[src/rtl/fifo_pkg.sv]
// rtl/fifo_pkg.sv - shared constants and FSM state type for the FIFO byte packer
package fifo_pkg;
    localparam int DATA_WIDTH     = 8;
    localparam int BYTES_PER_WORD = 4;
    localparam int TIMEOUT        = 64;

    typedef enum logic [0:0] {
        FILL = 1'b0,
        HOLD = 1'b1
    } packer_state_t;
endpackage

[src/rtl/packer_timeout.sv]
// rtl/packer_timeout.sv - idle counter that flags when a partial word has waited TIMEOUT cycles
module packer_timeout #(
    parameter int TIMEOUT = fifo_pkg::TIMEOUT
) (
    input  logic clk,
    input  logic rst,
    input  logic idle,
    input  logic flush,
    output logic expired
);
    localparam int TW = $clog2(TIMEOUT + 1);

    logic [TW-1:0] count;

    // Saturates so a flush blocked by backpressure fires on the first free cycle
    always_ff @(posedge clk) begin
        if (rst || !idle || flush) begin
            count <= '0;
        end else if (count != TW'(TIMEOUT)) begin
            count <= count + TW'(1);
        end
    end

    assign expired = (count == TW'(TIMEOUT));
endmodule

[src/rtl/fifo_byte_packer.sv]
// rtl/fifo_byte_packer.sv - packs FIFO bytes into little-endian words; PACKER_TIMEOUT_FLUSH_EN adds partial-word flush
module fifo_byte_packer #(
    parameter int DATA_WIDTH     = fifo_pkg::DATA_WIDTH,
    parameter int BYTES_PER_WORD = fifo_pkg::BYTES_PER_WORD,
    parameter int TIMEOUT        = fifo_pkg::TIMEOUT
) (
    input  logic                                 clk,
    input  logic                                 rst,
    input  logic                                 fifo_empty,
    output logic                                 fifo_rd_en,
    input  logic [DATA_WIDTH-1:0]                fifo_dout,
    output logic [DATA_WIDTH*BYTES_PER_WORD-1:0] out_data,
    output logic [BYTES_PER_WORD-1:0]            out_keep,
    output logic                                 out_valid,
    input  logic                                 out_ready
);
    import fifo_pkg::*;

    localparam int CW = $clog2(BYTES_PER_WORD + 1);
    localparam logic [CW:0] WORD_BYTES = (CW + 1)'(BYTES_PER_WORD);

    typedef logic [BYTES_PER_WORD-1:0][DATA_WIDTH-1:0] word_t;

    if (BYTES_PER_WORD < 2 || TIMEOUT < 1) begin : g_bad_params
        $error("fifo_byte_packer: BYTES_PER_WORD must be >= 2 and TIMEOUT >= 1");
    end

    packer_state_t                 state;
    logic [CW-1:0]                 cnt;
    logic                          pend;
    word_t                         asm_q;
    word_t                         land_word;
    word_t                         part_word;
    logic [BYTES_PER_WORD-1:0]     part_keep;
    logic [CW:0]                   fill_level;
    logic                          slot_free;
    logic                          last_lane;
    logic                          expired;
    logic                          flush;

    assign slot_free  = !out_valid || out_ready;
    assign fill_level = {1'b0, cnt} + (CW + 1)'(pend);
    assign last_lane  = (cnt == CW'(BYTES_PER_WORD - 1));

    // Look-ahead term keeps one byte per cycle across word boundaries
    assign fifo_rd_en = !rst && !fifo_empty && (state == FILL) &&
                        ((fill_level < WORD_BYTES) ||
                         ((fill_level == WORD_BYTES) && pend && slot_free));

    assign flush = expired && slot_free && (state == FILL) && !pend;

    always_comb begin
        land_word = asm_q;
        part_word = '0;
        part_keep = '0;
        for (int i = 0; i < BYTES_PER_WORD; i++) begin
            if (cnt == CW'(i)) begin
                land_word[i] = fifo_dout;
            end
            if (CW'(i) < cnt) begin
                part_word[i] = asm_q[i];
                part_keep[i] = 1'b1;
            end
        end
    end

`ifdef PACKER_TIMEOUT_FLUSH_EN
    logic idle;
    assign idle = (cnt != '0) && !pend && fifo_empty && (state == FILL);

    packer_timeout #(
        .TIMEOUT(TIMEOUT)
    ) u_timeout (
        .clk    (clk),
        .rst    (rst),
        .idle   (idle),
        .flush  (flush),
        .expired(expired)
    );
`else
    assign expired = 1'b0;
`endif

    always_ff @(posedge clk) begin
        if (rst) begin
            state     <= FILL;
            cnt       <= '0;
            pend      <= 1'b0;
            asm_q     <= '0;
            out_valid <= 1'b0;
            out_data  <= '0;
            out_keep  <= '0;
        end else begin
            pend <= fifo_rd_en;
            if (out_valid && out_ready) begin
                out_valid <= 1'b0;
            end
            case (state)
                FILL: begin
                    if (pend) begin
                        asm_q <= land_word;
                        if (last_lane && slot_free) begin
                            out_data  <= land_word;
                            out_keep  <= '1;
                            out_valid <= 1'b1;
                            cnt       <= '0;
                        end else if (last_lane) begin
                            cnt   <= cnt + CW'(1);
                            state <= HOLD;
                        end else begin
                            cnt <= cnt + CW'(1);
                        end
                    end else if (flush) begin
                        out_data  <= part_word;
                        out_keep  <= part_keep;
                        out_valid <= 1'b1;
                        cnt       <= '0;
                    end
                end
                HOLD: begin
                    if (slot_free) begin
                        out_data  <= asm_q;
                        out_keep  <= '1;
                        out_valid <= 1'b1;
                        cnt       <= '0;
                        state     <= FILL;
                    end
                end
                default: state <= FILL;
            endcase
        end
    end
endmodule

[config.mk]
export PLATFORM = sky130hd
export DESIGN_NAME = fifo_byte_packer
export DESIGN_NICKNAME = d
export VERILOG_FILES = /design/src/rtl/fifo_pkg.sv /design/src/rtl/packer_timeout.sv /design/src/rtl/fifo_byte_packer.sv
export SDC_FILE = /design/constraint.sdc
export NUM_CORES = 1
export LEC_CHECK = 0
export CAP_MARGIN = 20
export CORE_UTILIZATION = 45
export DETAILED_ROUTE_END_ITERATION = 8
export GPL_TIMING_DRIVEN = 0
export PLACE_DENSITY = 0.69
export SLEW_MARGIN = 20
export SYNTH_ARGS = -nofsm -noshare
export SYNTH_HDL_FRONTEND = slang
export SYNTH_SLANG_ARGS = --single-unit
[constraint.sdc]
create_clock -name clk -period 4.25 [get_ports clk]
set_input_delay 0.6375 -clock clk [delete_from_list [all_inputs] [get_ports clk]]
set_output_delay 0.6375 -clock clk [all_outputs]
set_load 0.01 [all_outputs]
==> summary.txt <==
Reg2reg start -> cnt[1]$_SDFFE_PP0P_
Crit path capture -> fifo_rd_en
Final setup skew -> 0.00870 ns
Worst path bufs/invs -> 2
Vias in the first global route -> 2210
Syn Nets -> 342
Synth top area cells -> dfxtp_1 (44%), mux2i_1 (18%), a211oi_2 (7.8%)
Pin count of the biggest net entering global routing -> 12
DRC -> 0
Async SR Flop Fraction -> 0%
Power per cell area -> 331 nW/um^2
WP depth -> 5
Final instance area -> 3910 um^2
Die width -> 86.4 um
Critical Path AT -> 2.27 ns
Hold Buf Count CTS -> 0
Final Net Count -> 393
Status -> completed
Post CTS Setup Buffer Count -> 0
Crit path cell chain -> clkdlybuf4s50_1 > nand2b_1 > a32oi_1 > a311oi_1 > clkdlybuf4s50_1
Top-count cell post-synth -> dfxtp_1
Largest area contributor in the netlist -> dfxtp_1
Hold Violations, Final -> 0
Fmax -> 344 MHz
Vias -> 2408
Initial antenna violation count -> 0
H-tree levels -> 3
R2R Path End -> out_data[7]$_SDFFE_PP0P_
Leak pwr -> 1.37 nW
Max-slew violations -> 0
Synth cell types -> 31
Setup TNS -> 0 ns
Top post-synthesis cells by count -> dfxtp_1 (71), nor2_1 (61), mux2i_1 (57)
Final hold slack -> 0.457 ns
Wire per inst -> 14.7 um
Mean cell area of the mapped netlist -> 9.89 um^2
Synth Register Bits -> 71
MaxCap Viol Count -> 0
# diodes -> 0
Drt pass-1 iters -> 4
CP peak stage delay -> 0.57 ns
# port buffers -> 40
Final wirelength -> 7000 um
Crit-path slowest cell -> clkdlybuf4s50_1
Core box area -> 6830 um^2
Non-filler instance count after layout -> 476
Register area -> 1420 um^2
CTS root buf -> clkbuf_8
CP startpoint -> out_ready
Post-synthesis instance total -> 324
Clock sinks -> 71
Final setup margin -> 1.34 ns
FF-to-FF path depth -> 6
Sequential share of the synthesized area -> 44.4%
Vertical die dimension -> 86.4 um
Starting density of the core -> 46.9%
Req. time, crit path -> 3.61 ns
Total CTS buffers -> 9
1st-iter DRT viols -> 76
Reg clk slew, reported paths -> 0.07 ns
Cells resized by post-CTS repair -> 0
Synth warn -> 0
Rows -> 30
CTS max path bufs -> 2
Worst vdd ir -> 0.507 mV
Global-route wire length before repair -> 11600 um
Final setup violating endpoints -> 0
Ys flop type -> dfxtp_1
Yosys top cell area share -> 44.4%
Relative slew slack -> 47.6%
Measured slew at the worst slew-check pin -> 0.786 ns
Cell family with most CP delay -> buffers and inverters
Critical path class -> in -> out
Final ANT Viol Nets -> 0
CTS tree -> yes
Area grow syn2layout -> 22.2%
Area of the die -> 7460 um^2
Startpoint type of the worst setup path -> primary input
Multi-input gate area -> 1550 um^2
Total gr overflow -> 0
Tot GR Track Use -> 20.7%
Critical Path Fanout Max -> 6
Post-Syn Area -> 3200 um^2
Hold Crit Class -> reg -> reg
Routability cong. -> 0.794
Share of post-route cells with drive strength above 1 -> 15.3%
Placement Setup Slack -> 1.34 ns
DP HPWL -> 4700 um
Period utilization -> 68.4%
Most used cell, CP -> clkdlybuf4s50_1
Final core occ -> 57.3%
RSZ-0062 raised after global routing -> false
DP Area -> 3720 um^2
Min cycle time layout -> 2.91 ns
IO Count -> 50
Skew-Pair Late Insertion Delay -> 0.34 ns
Fillers -> 639
Vias per std cell -> 5.06
Number of synthesized flops with an enable pin -> 0
R2r setup slk -> 2.48 ns
Power consumption -> 1.30 mW
Nature of the critical path endpoint -> primary output
Placed Cells -> 460
[logic make-up (layout without fill, tap and decap cells)]
| logic type | count (synthesis) | count (layout) | synth area share [%] |
|---|---|---|---|
| fa+ha+maj | 6 | 6 | 2.34 |
| compound gates | 51 | 51 | 14.3 |
| mux | 57 | 57 | 17.8 |
| flops | 71 | 71 | 44.4 |
| simple gates | 99 | 99 | 13.8 |
| buf+inv | 40 | 96 | 7.34 |
[worst min-delay path, delay by kind of cell (launching register included)]
family	cells	cell delay, ns
and+or+nand+nor	1	0.05
AOI/OAI and AO/OA	1	0.05
DFF	1	0.31
[flip-flops by register name, summed over array words and instances (netlist names)]
name and flops:
asm_q 32, out_data 32, cnt 3, out_keep 1, out_valid 1, pend 1, state 1
[power breakdown]
group / internal (mW) / total (mW) / switching [mW]
logic: 0.0346 / 0.0896 / 0.0550
clock network: 0.285 / 0.528 / 0.244
registers: 0.673 / 0.678 / 0.00526
[layout by cell type (no fill, tap or decap), drive strengths merged, types with 3 or more instances in the layout]
cell | Yosys | final
inv | 3 | 3
dfxtp | 71 | 71
buf | 21 | 21
nor2 | 62 | 62
and2 | 3 | 3
and3 | 4 | 4
clkdlybuf4s50 | 0 | 40
a21oi | 12 | 12
clkbuf | 16 | 28
ha | 6 | 6
a211oi | 32 | 32
clkinv | 0 | 3
nand2 | 18 | 18
mux2i | 57 | 57
nand2b | 3 | 3
[worst min-delay path by stage]
| stage | end | depth (start not counted) | startpoint | slack, ns |
|---|---|---|---|---|
| after floorplan | asm_q[24]$_SDFFE_PP0P_ | 2 | asm_q[24]$_SDFFE_PP0P_ | 0.44 |
| after global placement | asm_q[24]$_SDFFE_PP0P_ | 2 | asm_q[24]$_SDFFE_PP0P_ | 0.44 |
| after detailed placement | asm_q[24]$_SDFFE_PP0P_ | 2 | asm_q[24]$_SDFFE_PP0P_ | 0.45 |
| after CTS | asm_q[24]$_SDFFE_PP0P_ | 2 | asm_q[24]$_SDFFE_PP0P_ | 0.46 |
| after global routing | asm_q[24]$_SDFFE_PP0P_ | 2 | asm_q[24]$_SDFFE_PP0P_ | 0.48 |
| final | asm_q[24]$_SDFFE_PP0P_ | 2 | asm_q[24]$_SDFFE_PP0P_ | 0.46 |
[layer usage]
metal,global-route usage [%],share of wire [%],vias up
li1,-,-,1220
met1,27.6,48,1127
met2,32.3,46,57
met3,7.62,5.3,4
met4,4.39,0.60,0
met5,0,0,-
[layout make-up]
| class | count | share of cell area, % |
|---|---|---|
| inverters | 3 | 0.288 |
| well taps | 96 | 3.07 |
| clock buffers | 12 | 3.71 |
| repair buffers | 40 | 10.2 |
| flip-flops and latches | 71 | 36.3 |
| multi-input cells | 213 | 39.5 |
| clock inverters | 4 | 1.15 |
| plain buffers | 37 | 5.72 |
Note: power is estimated with default switching activity, not from simulation.
